===== config.mk =====
export PLATFORM = sky130hd
export DESIGN_NAME = banner_blitter
export DESIGN_NICKNAME = d
export VERILOG_FILES = /design/src/rtl/banner_blitter.sv
export SDC_FILE = /design/constraint.sdc
export NUM_CORES = 1
export LEC_CHECK = 0
export BUFFER_PORTS_ARGS = -buffer_cell sky130_fd_sc_hd__buf_2
export CORE_ASPECT_RATIO = 0.8
export CORE_MARGIN = 4
export CORE_UTILIZATION = 60
export DETAILED_ROUTE_END_ITERATION = 7
export PLACE_DENSITY = 0.8
export SLEW_MARGIN = 20
export SYNTH_ARGS = -nofsm -noshare
export SYNTH_HDL_FRONTEND = slang
export SYNTH_SLANG_ARGS = --single-unit

===== constraint.sdc =====
create_clock -name clk -period 3.7 [get_ports clk]
set_clock_uncertainty 0.1 [all_clocks]
set_input_delay 0.74 -clock clk [delete_from_list [all_inputs] [get_ports clk]]
set_output_delay 0.74 -clock clk [all_outputs]
set_load 0.02 [all_outputs]

===== src/rtl/banner_blitter.sv =====
// banner_blitter: copies a 16-row, 48-column scrolled glyph window into a 32-pixel-wide line store
module banner_blitter (
    input  logic        clk,
    input  logic        reset,
    input  logic        start,
    input  logic [5:0]  offset,
    input  logic [4:0]  base_row,
    output logic [3:0]  gx,
    output logic [3:0]  gy,
    input  logic        pixell,
    input  logic        pixelc,
    input  logic        pixelr,
    output logic [4:0]  wr_addr,
    output logic [31:0] wr_data,
    output logic        wr_valid,
    input  logic        wr_ready,
    output logic        busy,
    output logic        done
);
    typedef enum logic [1:0] {IDLE, FETCH, WRITE, DONE} state_t;
    state_t      r_state;
    logic [5:0]  r_off;
    logic [4:0]  r_base;
    logic [47:0] r_line;
    logic [47:0] w_line;
    logic [95:0] w_dbl;
    logic [31:0] w_rot;
    always_comb begin
        w_line = r_line;
        w_line[{2'b00, gx}] = pixell;
        w_line[{2'b01, gx}] = pixelc;
        w_line[{2'b10, gx}] = pixelr;
        w_dbl = {w_line, w_line} >> r_off;
        for (int j = 0; j < 32; j++) w_rot[31-j] = w_dbl[j];
    end
    always_ff @(posedge clk) begin
        if (reset) begin
            r_state  <= IDLE;
            r_off    <= '0;
            r_base   <= '0;
            r_line   <= '0;
            gx       <= '0;
            gy       <= '0;
            wr_addr  <= '0;
            wr_data  <= '0;
            wr_valid <= 1'b0;
            busy     <= 1'b0;
            done     <= 1'b0;
        end else begin
            case (r_state)
                IDLE: begin
                    done <= 1'b0;
                    if (start) begin
                        r_off   <= offset >= 6'd48 ? offset - 6'd48 : offset;
                        r_base  <= base_row;
                        gx      <= '0;
                        gy      <= '0;
                        busy    <= 1'b1;
                        r_state <= FETCH;
                    end
                end
                FETCH: begin
                    r_line <= w_line;
                    gx     <= gx + 4'd1;
                    if (gx == 4'd15) begin
                        wr_data  <= w_rot;
                        wr_addr  <= r_base + {1'b0, gy};
                        wr_valid <= 1'b1;
                        r_state  <= WRITE;
                    end
                end
                WRITE: begin
                    if (wr_ready) begin
                        wr_valid <= 1'b0;
                        if (gy == 4'd15) begin
                            done    <= 1'b1;
                            r_state <= DONE;
                        end else begin
                            gy      <= gy + 4'd1;
                            r_state <= FETCH;
                        end
                    end
                end
                default: begin
                    done    <= 1'b0;
                    busy    <= 1'b0;
                    r_state <= IDLE;
                end
            endcase
        end
    end
endmodule


==> impl_metrics.env, run 1 <==
export IMPL_status="completed"
export IMPL_end_kind="flop"
export IMPL_port_buffers=65
export IMPL_avgSynthCellArea_sq_um=7.86
export IMPL_gr_total_overflow=0
export IMPL_dp_cells=1248
export IMPL_ys_warn_count=0
export IMPL_pwr_share_comb=0.297
export IMPL_firstDrtPassIters=7
export IMPL_setup_tns_ns=0
export IMPL_finalCritPeriodShare=0.878
export IMPL_rows=38
export IMPL_tightest_slew_ns=1.05
export IMPL_powerDensity_nw_per_um2=370
export IMPL_num_vias=8831
export IMPL_grt_pass1_vias=8023
export IMPL_clock_sinks=109
export IMPL_pwr_share_clk=0.323
export IMPL_cp_max_fo=12
export IMPL_period_needed_ns=3.25
export IMPL_place_hpwl_um=20600
export IMPL_cp_top_family="multiplexers"
export IMPL_postCtsSetupRepairBufs=0
export IMPL_synth_top_cells_by_area="dfxtp_1, mux2i_1, nor2_1, mux4_2, o21ai_0"
export IMPL_max_stage_delay_ns=0.56
export IMPL_core_sq_um=13600
export IMPL_switching_share=0.372
export IMPL_crit_required_ns=3.86
export IMPL_cap_violations=0
export IMPL_die_h_um=114
export IMPL_clk_pin_slew_worst_paths_ns=0.09
export IMPL_synth_flop_cell="dfxtp_1"
export IMPL_ctsHoldBuffers=0
export IMPL_antenna_found_initial=0
export IMPL_crit_path_frequent_cell="mux2i_1"
export IMPL_cts_buffers_inserted=9
export IMPL_viasPerCell=6.99
export IMPL_slew_headroom=0.300
export IMPL_p_seq_frac=0.380
export IMPL_synth_area_sq_um=8350
export IMPL_wl_per_cell_um=22.5
export IMPL_fmax_ghz=0.308
export IMPL_rsz0062_at_grt="false"
export IMPL_whs_ns=0.358
export IMPL_maxSlewViolCount=0
export IMPL_final_antenna_net_count=0
export IMPL_grt_first_pass_wirelength_um=44800
export IMPL_gp_congestion=1.05
export IMPL_crit_arrival_ns=3.41
export IMPL_boundaryPins=66
export IMPL_drive_above_1_share=0.163
export IMPL_p_int_mw=2.12
export IMPL_clockBufferDepth=2
export IMPL_path_buf_inv=1
export IMPL_synthArstFlopShare=0
export IMPL_synth_most_common_cell="nor2_1"
export IMPL_synth_cell_types=71
export IMPL_r2r_slack_ns=0.45
export IMPL_start_kind="flop"
export IMPL_synth_nets=1094
export IMPL_synth_seq_cells=109
export IMPL_synthTopCellsByCount="nor2_1, dfxtp_1, o21ai_0"
export IMPL_hold_viol=0
export IMPL_path_cells="inv_1 -> ha_1 -> nor3b_4 -> mux2i_1 -> mux2i_1 -> mux4_2 -> o32ai_1 -> nor3_1"
export IMPL_drt_iter0_drc=1480
export IMPL_initial_core_util=0.614
export IMPL_die_area_sq_um=15900
export IMPL_ctsHtreeMaxLevel=3
export IMPL_ys_seq_area_frac=0.261
export IMPL_hold_path_class="flop to flop"
export IMPL_synth_top_area_frac=0.261
export IMPL_synth_top_cell_by_area="dfxtp_1"
export IMPL_peakVddDrop_mv=0.382
export IMPL_die_w_um=140
export IMPL_p_switching_mw=1.25
export IMPL_antennaDiodeCount=0
export IMPL_critPathSlowestCell="mux4_2"
export IMPL_finalSetupViolCount=0
export IMPL_crit_type="flop to flop"
export IMPL_root_buffer="clkbuf_16"
export IMPL_design_final_nets=1110
export IMPL_cts_tree="yes"
export IMPL_insertion_delay_ns=0.38
export IMPL_grt_max_degree=102
export IMPL_power_leakage_nw=3.62
export IMPL_synth_edf_count=0
export IMPL_stdcell_count=1264
export IMPL_drc=0
export IMPL_wl_um=28400
export IMPL_netlist_instances=1063
export IMPL_cts_resized=0
export IMPL_grtUsageTotal=0.352
export IMPL_syn2layout_area_growth_pct=8.90
[flip-flops by register name, indices dropped and copies added (netlist names)]
name	count
busy	1
done	1
gx	4
gy	4
r_base	5
r_line	48
r_off	6
r_state	2
wr_addr	5
wr_data	32
wr_valid	1
[placed cells by master, fill, tap and decap left out, types with 4 or more instances in the layout]
cell type / count
nor2_1: 128
dfxtp_1: 107
o21ai_0: 94
nand2_1: 82
mux2i_1: 77
buf_2: 64
a21oi_1: 47
o22ai_1: 42
o32ai_1: 40
buf_4: 36
nor3_1: 33
inv_1: 25
nand3_1: 21
mux4_2: 21
o221ai_1: 20
or2_2: 18
nand4_1: 15
nand3b_1: 14
and3_1: 12
ha_1: 12
a22oi_1: 10
nand2b_1: 9
clkbuf_16: 9
nor2b_1: 8
and4_1: 8
nor3b_1: 8
a32oi_1: 8
nor4_1: 8
a32o_1: 7
a21boi_0: 7
o211ai_1: 7
and2_1: 6
and3b_1: 5
a221o_1: 5
a211oi_1: 5
o2bb2ai_1: 4
a41oi_1: 4
[power by group through the flow]
stage | Sequential (mW) | Clock, mW | Combinational (mW)
6_report | 1.28 | 1.09 | 1.00
3_5_place_dp | 1.30 | 0 | 0.962
3_3_place_gp | 1.30 | 0 | 0.949
5_1_grt | 1.29 | 1.13 | 1.07
2_1_floorplan | 1.29 | 0 | 0.713
4_1_cts | 1.28 | 1.10 | 0.971
[metrics by stage]
step | cell area (sq um) | utilization | total power, mW | setup slack, ns
3_5_place_dp | 8770 | 0.645 | 2.27 | 0.602
5_1_grt | 9100 | 0.669 | 3.49 | 0.257
4_1_cts | 9100 | 0.669 | 3.34 | 0.555
3_3_place_gp | 8770 | 0.645 | 2.25 | 0.692
6_report | 9100 | 0.669 | 3.37 | 0.452
2_1_floorplan | 8350 | - | 2.00 | 0.904
[cell families (layout without fill, tap and decap cells)]
family / count (synthesis) / count (layout) / synth area share
multiplexers: 101 / 101 / 0.154
XOR/XNOR: 3 / 3 / 0.00315
buffers and inverters: 122 / 143 / 0.0602
adder cells (fa/ha/maj): 13 / 13 / 0.0204
AND/OR/NAND/NOR: 393 / 393 / 0.241
flip-flops: 109 / 109 / 0.261
AO/OA/AOI/OAI: 322 / 322 / 0.260
[layer usage]
layer  vias to the layer above  GRT usage  wire (um)
met5                         -          0          0
met4                         0      0.113        924
met3                        83      0.106       3980
met2                       653      0.509      11800
met1                      4062      0.505      11700
li1                       4033          -          -
[worst paths after layout]
| check | startpoint | to | cells past startpoint |
|---|---|---|---|
| hold reg to reg | wr_addr[4] | wr_addr[4] | 2 |
| hold / removal | wr_addr[4] | wr_addr[4] | 2 |
| setup reg to reg | gx[0] | wr_data[16] | 8 |
| setup / recovery | gx[0] | wr_data[16] | 8 |
[cell type report]
type / instances / area (sq um)
clock buffer: 9 / 225
clock inverter: 7 / 101
fill: 1214 / 4500
inverter: 27 / 101
multi-input combinational: 832 / 5670
sequential: 109 / 2180
tap: 180 / 225
timing repair buffer: 100 / 591
[worst min-delay path, cell delays in order, from the launching register on]
cell and delay (ns):
dfxtp_1 0.32, nand2_1 0.05, a21oi_1 0.05
No activity file was read; power rests on OpenSTA's default activity.
==> run 2, diff against run 1 <==
- CORE_UTILIZATION: 60 -> 45
- PLACE_DENSITY: 0.8 -> 0.67
==> run 2 against run 1 <==
Compared with the run above:
- worst setup slack worse by 0.21 ns
- highest routed layer is now met5
- fmax is 6.0% lower
- global-route usage down 8.2 points
- largest power group unchanged
- non-clock buffer count decreased by 1
==> impl_metrics.env, run 2 (synthesis results as in run 1) <==
export IMPL_status="completed"
export IMPL_hold_viol=0
export IMPL_crit_required_ns=3.89
export IMPL_hold_path_class="flop to flop"
export IMPL_dp_cells=1297
export IMPL_clock_sinks=109
export IMPL_drt_iter0_drc=1334
export IMPL_firstDrtPassIters=8
export IMPL_peakVddDrop_mv=0.299
export IMPL_power_total_mw=3.32
export IMPL_largest_reg_flops=48
export IMPL_insertion_delay_ns=0.38
export IMPL_grtUsageTotal=0.270
export IMPL_final_cell_mix="nor2_1, dfxtp_1, o21ai_0, nand2_1, mux2i_1"
export IMPL_num_vias=8759
export IMPL_antennaDiodeCount=0
export IMPL_boundaryPins=66
export IMPL_nFillCells=1794
export IMPL_initial_core_util=0.460
export IMPL_stdcell_count=1313
export IMPL_cts_resized=0
export IMPL_root_buffer="clkbuf_16"
export IMPL_holdPathStages=2
export IMPL_whs_ns=0.362
export IMPL_crit_type="flop to flop"
export IMPL_critPathSlowestCell="ha_1"
export IMPL_period_needed_ns=3.46
export IMPL_post_place_ws_ns=0.443
export IMPL_path_buf_inv=0
export IMPL_finalCritPeriodShare=0.934
export IMPL_r2r_slack_ns=0.24
export IMPL_viasPerCell=6.67
export IMPL_syn2layout_area_growth_pct=9.41
export IMPL_postCtsSetupRepairBufs=0
export IMPL_crit_arrival_ns=3.65
export IMPL_crit_cells=7
export IMPL_ctsHtreeMaxLevel=3
export IMPL_gp_congestion=1.07
export IMPL_design_final_nets=1109
export IMPL_postPlaceCellArea_sq_um=8820
export IMPL_rows=44
export IMPL_layout_setup_ws_ns=0.244
export IMPL_die_h_um=130
export IMPL_fin_area_sq_um=9140
export IMPL_antenna_found_initial=1
export IMPL_cp_top_family="multiplexers"
export IMPL_cts_buffers_inserted=9
export IMPL_cap_violations=0
export IMPL_rsz0062_at_grt="false"
export IMPL_ctsHoldBuffers=0
export IMPL_start_kind="flop"
export IMPL_powerDensity_nw_per_um2=363
export IMPL_end_kind="flop"
export IMPL_grt_pass1_vias=7741
export IMPL_power_leakage_nw=3.61
export IMPL_drc=0
export IMPL_clk_pin_slew_worst_paths_ns=0.09
export IMPL_max_stage_delay_ns=0.60
export IMPL_fmax_ghz=0.289
export IMPL_wl_um=29000
export IMPL_die_area_sq_um=20800
export IMPL_final_antenna_net_count=0
export IMPL_drive_above_1_share=0.163
export IMPL_place_hpwl_um=21000
export IMPL_tightest_slew_ns=0.947
export IMPL_maxSlewViolCount=0
export IMPL_finalCoreUtilization=0.503
export IMPL_cp_max_fo=11
export IMPL_port_buffers=65
export IMPL_reg_top3="r_line: 48 flops, wr_data: 32 flops, r_off: 6 flops"
export IMPL_setup_tns_ns=0
export IMPL_gr_total_overflow=0
export IMPL_cts_tree="yes"
export IMPL_grt_first_pass_wirelength_um=44900
export IMPL_wl_per_cell_um=22.1
export IMPL_grt_max_degree=62
export IMPL_path_cells="ha_1 -> nand3_1 -> mux2i_1 -> mux4_2 -> o211ai_1 -> o221ai_1 -> nor3_1"
export IMPL_slew_headroom=0.367
export IMPL_r2r_cells=7
export IMPL_max_flop_register="r_line"
export IMPL_clockBufferDepth=2
export IMPL_finalSetupViolCount=0
export IMPL_die_w_um=160
export IMPL_core_sq_um=18200
export IMPL_mostFrequentLayoutCell="nor2_1"
==> run 2: changes by cell type in the layout (fill, tap and decap cells not counted), sizes merged <==
cell / change
buf: -1
clkinvlp: -1
clkinv: +1
inv: +1
bufinv: -1
==> run 2: routing by layer <==
metal / track usage / routed length (um) / vias to the layer above
li1: - / - / 4029
met2: 0.395 / 12100 / 536
met4: 0.0754 / 716 / 2
met1: 0.390 / 12700 / 4127
met3: 0.0770 / 3460 / 65
met5: 0 / 13 / -
==> run 2: worst reg2reg max path: stages (launching register included) <==
cell,delay (ns)
dfxtp_1,0.45
ha_1,0.60
nand3_1,0.50
mux2i_1,0.33
mux4_2,0.60
o211ai_1,0.40
o221ai_1,0.20
nor3_1,0.18
==> run 2: path summary, 6_finish.rpt <==
check / from / end
max: gx[0] / wr_data[25]
min: wr_addr[3] / wr_addr[3]
max reg2reg: gx[0] / wr_data[25]
min reg2reg: wr_addr[3] / wr_addr[3]
==> run 2: report_power, final <==
group / total [mW] / switching [mW] / internal [mW]
logic: 1.00 / 0.669 / 0.335
registers: 1.27 / 0.0517 / 1.22
clock network: 1.04 / 0.545 / 0.495
total: 3.32 / 1.27 / 2.05
==> run 2: area by class of cell <==
class | count | area, sq um | share of cell area
multi-input cells | 832 | 5670 | 0.620
flip-flops and latches | 109 | 2180 | 0.239
repair buffers | 99 | 583 | 0.0638
well taps | 230 | 288 | 0.0315
clock buffers | 9 | 225 | 0.0246
inverters | 27 | 101 | 0.0111
clock inverters | 7 | 88.8 | 0.00972
